## src/rtl/mem_stage.sv

```systemverilog
// Memory pipeline stage: issues data-memory requests for loads/stores, stalls upstream
// while waiting, extracts/aligns load data and registers MEM/WB-facing fields.
module mem_stage #(
   parameter int TIMEOUT = 15
) (
   input  logic        clk,
   input  logic        rst,
   input  logic        valid_in,
   input  logic [31:0] alu_result_in,
   input  logic [31:0] store_data_in,
   input  logic [4:0]  r_target_in,
   input  logic        Reg_Write_in,
   input  logic        M2R_in,
   input  logic        mem_read_in,
   input  logic        mem_write_in,
   input  logic [1:0]  size_in,
   input  logic        load_unsigned_in,
   output logic        stall,
   output logic        dm_req,
   output logic        dm_we,
   output logic [31:0] dm_addr,
   output logic [31:0] dm_wdata,
   output logic [3:0]  dm_be,
   input  logic        dm_ack,
   input  logic [31:0] dm_rdata,
   output logic        valid_out,
   output logic [31:0] address_out,
   output logic [31:0] data_out,
   output logic [4:0]  r_target_out,
   output logic        Reg_Write_out,
   output logic        M2R_out,
   output logic        misalign_err,
   output logic        bus_err
);

   typedef enum logic {S_IDLE, S_WAIT} state_t;

   localparam int CW = (TIMEOUT > 1) ? $clog2(TIMEOUT) : 1;
   localparam logic [CW-1:0] CNT_LAST = CW'(TIMEOUT - 1);

   state_t        state_q;
   logic [CW-1:0] cnt_q;
   logic          valid_q, rw_q, m2r_q, mis_q, berr_q;
   logic [31:0]   addr_q, data_q;
   logic [4:0]    rt_q;

   logic        mem_op, misalign, req_raw, stall_raw, timeout_hit, done;
   logic [31:0] shifted, load_val;

   always_comb begin
      mem_op = valid_in & (mem_read_in | mem_write_in);
      case (size_in)
         2'b00:   misalign = 1'b0;
         2'b01:   misalign = alu_result_in[0];
         default: misalign = |alu_result_in[1:0];
      endcase
      req_raw     = mem_op & ~misalign;
      // The last WAIT cycle keeps the request up so a late ack still wins over the timeout.
      timeout_hit = (state_q == S_WAIT) && (cnt_q == CNT_LAST);
      stall_raw   = req_raw & ~dm_ack & ~timeout_hit;
      done        = req_raw & (dm_ack | timeout_hit);
   end

   assign dm_req   = req_raw & rst;
   assign stall    = stall_raw & rst;
   assign dm_we    = dm_req & mem_write_in;
   assign dm_addr  = {alu_result_in[31:2], 2'b00};

   always_comb begin
      dm_be    = 4'b0000;
      dm_wdata = store_data_in;
      case (size_in)
         2'b00: begin
            dm_be    = 4'b0001 << alu_result_in[1:0];
            dm_wdata = {4{store_data_in[7:0]}};
         end
         2'b01: begin
            dm_be    = alu_result_in[1] ? 4'b1100 : 4'b0011;
            dm_wdata = {2{store_data_in[15:0]}};
         end
         default: dm_be = 4'b1111;
      endcase
      if (!dm_req) dm_be = 4'b0000;
   end

   always_comb begin
      shifted = dm_rdata >> {alu_result_in[1:0], 3'b000};
      case (size_in)
         2'b00:   load_val = load_unsigned_in ? {24'b0, shifted[7:0]}
                                              : {{24{shifted[7]}}, shifted[7:0]};
         2'b01:   load_val = load_unsigned_in ? {16'b0, shifted[15:0]}
                                              : {{16{shifted[15]}}, shifted[15:0]};
         default: load_val = dm_rdata;
      endcase
   end

   always_ff @(posedge clk or negedge rst) begin
      if (!rst) begin
         state_q <= S_IDLE;
         cnt_q   <= '0;
         valid_q <= 1'b0;
         addr_q  <= '0;
         data_q  <= '0;
         rt_q    <= '0;
         rw_q    <= 1'b0;
         m2r_q   <= 1'b0;
         mis_q   <= 1'b0;
         berr_q  <= 1'b0;
      end else begin
         mis_q  <= 1'b0;
         berr_q <= 1'b0;
         case (state_q)
            S_IDLE: begin
               cnt_q <= '0;
               if (stall_raw) state_q <= S_WAIT;
            end
            default: begin
               if (stall_raw) begin
                  cnt_q <= cnt_q + CW'(1);
               end else begin
                  cnt_q   <= '0;
                  state_q <= S_IDLE;
               end
            end
         endcase

         if (stall_raw) begin
            valid_q <= 1'b0;
         end else if (done) begin
            valid_q <= 1'b1;
            addr_q  <= alu_result_in;
            rt_q    <= r_target_in;
            m2r_q   <= M2R_in;
            if (dm_ack) begin
               rw_q   <= Reg_Write_in;
               data_q <= (mem_read_in & ~mem_write_in) ? load_val : 32'b0;
            end else begin
               rw_q   <= 1'b0;
               data_q <= '0;
               berr_q <= 1'b1;
            end
         end else if (mem_op) begin
            // Only a misaligned op reaches here: retire it as a non-writing bubble.
            valid_q <= 1'b1;
            addr_q  <= alu_result_in;
            rt_q    <= r_target_in;
            m2r_q   <= M2R_in;
            rw_q    <= 1'b0;
            data_q  <= '0;
            mis_q   <= 1'b1;
         end else begin
            valid_q <= valid_in;
            addr_q  <= alu_result_in;
            rt_q    <= r_target_in;
            m2r_q   <= M2R_in;
            rw_q    <= Reg_Write_in;
            data_q  <= '0;
         end
      end
   end

   assign valid_out     = valid_q;
   assign address_out   = addr_q;
   assign data_out      = data_q;
   assign r_target_out  = rt_q;
   assign Reg_Write_out = rw_q;
   assign M2R_out       = m2r_q;
   assign misalign_err  = mis_q;
   assign bus_err       = berr_q;

endmodule

```

## config.mk

```make
export PLATFORM = sky130hd
export DESIGN_NAME = mem_stage
export DESIGN_NICKNAME = d
export VERILOG_FILES = /design/src/rtl/mem_stage.sv
export SDC_FILE = /design/constraint.sdc
export NUM_CORES = 1
export LEC_CHECK = 0
export CORE_MARGIN = 2
export CORE_UTILIZATION = 38
export CTS_CLUSTER_SIZE = 40
export DETAILED_ROUTE_END_ITERATION = 10
export PLACE_DENSITY = 0.81
export SETUP_SLACK_MARGIN = 0.3
export SYNTH_ARGS = -nofsm -noshare
export SYNTH_HDL_FRONTEND = slang
export SYNTH_SLANG_ARGS = --single-unit
```

## constraint.sdc

```tcl
create_clock -name clk -period 3.6 [get_ports clk]
set_input_delay 1.08 -clock clk [delete_from_list [all_inputs] [get_ports clk]]
set_output_delay 1.08 -clock clk [all_outputs]
set_load 0.05 [all_outputs]
```

==> results of run 1 <==
## worst paths after layout
kind,start,endpoint,slack [ns],cells past startpoint
setup / recovery,size_in[0],dm_wdata[14],0.36,6
hold / removal,cnt_q[0],cnt_q[0],0.48,1
setup reg to reg,cnt_q[0],address_out[3],1.77,7
hold reg to reg,cnt_q[0],cnt_q[0],0.48,1
max in group asynchronous,rst,data_out[15],1.90,2
min in group asynchronous,rst,cnt_q[3],1.03,2
## power by group through the flow
stage	registers (W)	clock network [W]	logic [W]
final	0.000945	0.00102	0.000896
after global routing	0.000949	0.00108	0.000933
after CTS	0.000945	0.00104	0.000898
after detailed placement	0.000962	0	0.000872
after global placement	0.000958	0	0.000861
after floorplan	0.00109	0	0.000367
## kinds of logic after synthesis
logic type               count (synthesis)
XOR/XNOR                                 5
AO/OA/AOI/OAI                           81
multiplexers                            71
adder cells (fa/ha/maj)                  2
AND/OR/NAND/NOR                         73
buffers and inverters                   81
flip-flops                              79
other                                    1
## through the flow
| step | instance area, µm² | TNS (ns) | worst slack [ns] | power [W] |
|---|---|---|---|---|
| global placement | 7030 | 0 | 0.0352 | 0.00182 |
| floorplan | 4410 | 0 | 0.138 | 0.00146 |
| global route | 7520 | 0 | 0.302 | 0.00296 |
| detailed placement | 7030 | -0.00408 | -0.00315 | 0.00183 |
| CTS | 7510 | 0 | 0.313 | 0.00289 |
| finish | 7520 | 0 | 0.359 | 0.00286 |
## state kept, by name (all words and copies together), names as in the netlist
register / flops
M2R_out: 1
Reg_Write_out: 1
address_out: 32
bus_err: 1
cnt_q: 4
data_out: 32
misalign_err: 1
r_target_out: 5
state_q: 1
valid_out: 1
## critical path: cells and delay by family
family | cells | cell delay [ns]
buf+inv | 4 | 0.62
mux | 1 | 0.31
simple gates | 1 | 0.14
## timing repair
item,CTS,global route
resized for setup,42,4
setup buffers,2,2
gates cloned,0,0
setup endpoints to repair,23,3
pin swaps,6,3
## final cells by class
cell class,count,area (µm²)
clock buffers,10,239
clock inverters,6,97.6
fillers,835,3410
inverters,17,63.8
multi-input cells,234,2020
flip-flops and latches,79,1980
well taps,140,175
repair buffers,287,2960
## layout by cell type (no fill, tap or decap), types with 10 or more instances in the layout
master / instances
clkdlybuf4s50_1: 177
dfrtp_1: 79
buf_4: 67
nor2_1: 32
mux2_1: 32
buf_12: 23
mux2_2: 17
inv_1: 16
mux2i_1: 16
o2bb2ai_1: 13
nand2_1: 10
o21ai_2: 10
o2bb2ai_2: 10
## metal layers
layer	part of all wire (%)	wire length [µm]	global-route usage, %
met1	38	5320	26.4
met2	53	7440	39.5
met3	7.2	1020	5.49
met4	2.4	342	8.08
met5	0	0	0
==> run_results.csv, run 1 <==
group,metric,value,unit
power,p_sw,0.000924,W
yosys,ys_warn_count,0,
route,via_per_inst,5.11,
grt,grt_max_degree,80,
yosys,seq_area_frac_synth,45.9,%
clock_network,cts.sinks,79,
floorplan,dieArea,0.0122,mm²
grt,grt_usage,22.4,%
power,switching_share,32.3,%
timing,post-route-period-util,90.0,%
timing,drv_slew,0,
clock_network,htreeDepth,3,
setup_path,cp_max_fo,6,
clock_network,cts_tree,"done",
yosys,synth_flop_cell,"dfrtp_1",
route,vias,3948,
grt,grt_pass1_vias,4131,
status,status,"finished clean",
timing,fmax,309,MHz
setup_path,crit_path_start_kind,"input pin",
final_layout,syn_to_final_growth,74.5,%
grt,antenna_found_initial,0,
clock_network,cts_hold_buf,0,
yosys,synth_cell_types,46,
clock_network,root_buffer,"clkbuf_16",
yosys,synth_top_area_share,45.9,%
yosys,synth_xor_area_share,1.02,%
final_layout,fin_cells,773,
route,finalWirelength,14.1,mm
clock_network,clockBufferDepth,2,
place,place.gp.congestion,0.839,
yosys,yosys.area_share.simple,7.84,%
final_layout,drive_above_1_share,29.1,%
final_layout,antenna_cells,0,
yosys,synth-seq-cells,79,
yosys,synthAdderAreaFrac,0.580,%
yosys,ys_async_sr_fraction,100,%
power,power.internal,0.00194,W
floorplan,ios,257,
clock_network,clk_pin_slew,0.06,ns
yosys,synth_top_family_by_area,"multiplexers",
yosys,synth_area_per_cell,11.0,µm²
setup_path,slowest_stage,"mux2_4",
setup_path,path_cells,"clkdlybuf4s15_1 -> buf_6 -> nor2_4 -> buf_6 -> mux2_4 -> buf_8",
setup_path,crit_path_end_kind,"output port",
floorplan,die_y,111,µm
power,p_leak,3.28,nW
yosys,yosys-top-cells-count,"dfrtp_1, buf_4, nor2_1",
yosys,synth_most_common_cell,"dfrtp_1",
yosys,synth-compound-area-share,15.6,%
power,p_seq_share,33.0,%
route,drc,0,
setup_path,arrival,2.16,ns
timing,worst_slew_pin_slew,0.994,ns
setup_path,cpPeakStageDelay,0.31,ns
yosys,ys_top_cells_by_area,"dfrtp_1, mux2_1, buf_4, mux2_2, mux2i_1",
grt,grt_pass1_wl,22.0,mm
clock_network,clkLatencyLatePin,0.34,ns
timing,finalHoldViolations,0,
final_layout,nets,742,
power,power.density,380,mW/mm²
yosys,syn_area,0.00431,mm²
floorplan,initial_utilization,39.4,%
floorplan,std_cell_rows,38,
place,io_buffers,254,
timing,fin_crit,3.24,ns
timing,rsz0062_at_grt,"no",
yosys,synth-edff-count,0,
power,combPwrFrac,31.3,%
place,dp_cells,753,
setup_path,cp_data_required_time,2.52,ns
yosys,yosysTopAreaCell,"dfrtp_1",
timing,whs,0.482,ns
job,drv_cap,0,
place,post-dp-hpwl,11.0,mm
route,drtIter0Drc,187,
route,wire_per_inst,18.3,µm
power,vdd_drop_max,0.000307,V
setup_path,crit_top_cell,"buf_6",
yosys,synth_mux_area_share,18.0,%
route,ant_nets,0,
power,p_clk_share,35.7,%
setup_path,path_class,"input pin to output port",
timing,max_slew_margin,33.7,%
route,first_pass_iters,4,
yosys,syn_inst,393,
timing,setup_viol,0,
grt,grt_overflow,0,
final_layout,post-route-util,68.8,%
clock_network,numCtsBuffers,9,
floorplan,core_area,0.0109,mm²
timing,clock_skew,0.0143,ns
worst_hold_path,hp-class,"flip-flop to flip-flop",
floorplan,die_x,111,µm
Power figures use the tool's default switching activity.
==> run 2: changes to the inputs <==
Settings changed: SLEW_MARGIN set to 20.
==> results of run 2 <==
The final DEF is identical to that of run 1; final timing and power are the same.
==> run 3: changes to the inputs <==
Settings changed: PLACE_DENSITY 0.81 to not set, PLACE_DENSITY_LB_ADDON set to 0.3, SLEW_MARGIN 20 to not set.
==> run 3 against run 2 <==
  * Maximum frequency is 1.3% lower
  * Via count is 0.43% lower
  * Die area stayed put
  * Combinational power is 2.5% lower
  * Global-route usage is 0.23 points lower
  * Setup slack worse by 0.044 ns
  * Count of clock-buffer cells in the layout is 1 higher
  * Hold slack better by 0.0034 ns
  * Clock power is 14% lower
  * Critical endpoint is now stall
  * Largest power group is now sequential cells
==> run_results.csv, run 3 (synthesized netlist as in run 1, its figures left out) <==
group,metric,value,unit
clock_network,cts_hold_buf,0,
route,vias,3931,
grt,grt_pass1_wl,21.8,mm
status,status,"finished clean",
place,placed_area,0.00703,mm²
worst_hold_path,whs_endpoint,"address_out[19]",
floorplan,std_cell_rows,38,
final_layout,syn_to_final_growth,70.5,%
timing,setup_viol,0,
timing,max_slew_margin,33.0,%
timing,rsz0062_at_grt,"yes",
route,ant_nets,0,
final_layout,fin_cells,766,
clock_network,cts.sinks,79,
setup_path,timing.reg2reg.setup_slack,1.58,ns
clock_network,clk_pin_slew,0.06,ns
setup_path,arrival,2.21,ns
setup_path,crit_path_end_kind,"output port",
final_layout,nets,734,
final_layout,mostFrequentLayoutCells,"clkdlybuf4s50_1, dfrtp_1, buf_4",
clock_network,root_buffer,"clkbuf_16",
timing,drv_slew,0,
worst_hold_path,min_from,"address_out[19]",
final_layout,fillers,811,
timing,setup-tns-final,0,ns
floorplan,die_x,111,µm
timing,post-route-period-util,91.3,%
timing,finalHoldViolations,0,
place,dp_cells,749,
timing,layout_setup_ws,0.315,ns
floorplan,die_y,111,µm
timing,whs,0.486,ns
clock_network,clkLatencyLatePin,0.33,ns
worst_hold_path,worstHoldPathCells,1,
setup_path,path_class,"input pin to output port",
setup_path,reg2reg_to,"r_target_out[3]",
job,drv_cap,0,
setup_path,crit_path_start_kind,"input pin",
floorplan,dieArea,0.0122,mm²
grt,grt_max_degree,80,
grt,grt_overflow,0,
route,drc,0,
floorplan,ios,257,
place,io_buffers,254,
clock_network,numCtsBuffers,9,
setup_path,reg2reg_depth,7,
route,finalWirelength,13.6,mm
setup_path,cp_max_fo,3,
clock_network,clockBufferDepth,2,
final_layout,multiInputGateArea,0.00198,mm²
floorplan,core_area,0.0109,mm²
place,pre_cts_ws,-0.0679,ns
clock_network,cts_tree,"done",
grt,antenna_found_initial,1,
route,via_per_inst,5.13,
place,post-dp-hpwl,10.7,mm
setup_path,r2r-start,"cnt_q[0]",
final_layout,register_area,0.00198,mm²
final_layout,stdcell_area,0.00735,mm²
place,place.gp.congestion,0.860,
route,wire_per_inst,17.8,µm
power,power.density,367,mW/mm²
clock_network,htreeDepth,3,
timing,worst_slew_pin_slew,1.01,ns
route,drtIter0Drc,260,
floorplan,initial_utilization,39.4,%
timing,fmax,304,MHz
timing,clock_skew,0.00807,ns
final_layout,drive_above_1_share,27.5,%
route,first_pass_iters,4,
setup_path,cp_data_required_time,2.52,ns
worst_hold_path,hp-class,"flip-flop to flip-flop",
power,p_leak,3.17,nW
final_layout,mostFrequentLayoutCell,"clkdlybuf4s50_1",
grt,grt_usage,22.1,%
power,vdd_drop_max,0.000279,V
grt,grt_pass1_vias,4163,
timing,fin_crit,3.29,ns
[run 3: layer usage]
layer	vias up	global-route usage (%)	wire length, µm
met3	16	5.32	961
met4	0	6.83	210
li1	1823	-	-
met5	-	0	0
met2	177	39.3	7160
met1	1915	26.5	5290
[run 3: what timing repair did]
action | 4_1_cts | 5_1_grt
buffers inserted | 0 | 0
setup endpoints to repair | 26 | 12
pin swaps | 4 | 1
gates resized for setup | 15 | 2
[run 3: critical path, stage by stage]
cell and delay, ns:
dlygate4sd2_1 0.29, o21a_1 0.22, nor3_2 0.24, and3_4 0.23, buf_12 0.13
[run 3: worst max path at each step]
stage | end | start | cells after the start
floorplan | dm_be[3] | size_in[1] | 5
global placement | dm_wdata[8] | size_in[0] | 5
detailed placement | data_out[18] | alu_result_in[1] | 6
CTS | dm_wdata[15] | size_in[0] | 5
global route | stall | alu_result_in[1] | 5
finish | stall | alu_result_in[1] | 5
[run 3: through the flow]
step / power (W) / utilization (%)
after floorplan: 0.00146 / -
after global placement: 0.00182 / 64.2
after detailed placement: 0.00184 / 64.2
after CTS: 0.00272 / 67.1
after global routing: 0.00280 / 67.2
final: 0.00270 / 67.2
[run 3: layout make-up]
class,count,share of cell area [%]
clock inverters,5,0.562
well taps,140,2.38
multi-input cells,234,26.9
repair buffers,279,38.9
clock buffers,11,3.44
flip-flops and latches,79,26.9
diodes,1,0.0340
inverters,17,0.868
[run 3: power by group]
part           internal, W  switching, W  total, W
Clock             0.000510      0.000372  0.000882
Sequential        0.000926     0.0000193  0.000945
Combinational     0.000357      0.000517  0.000874
Total              0.00179      0.000908   0.00270
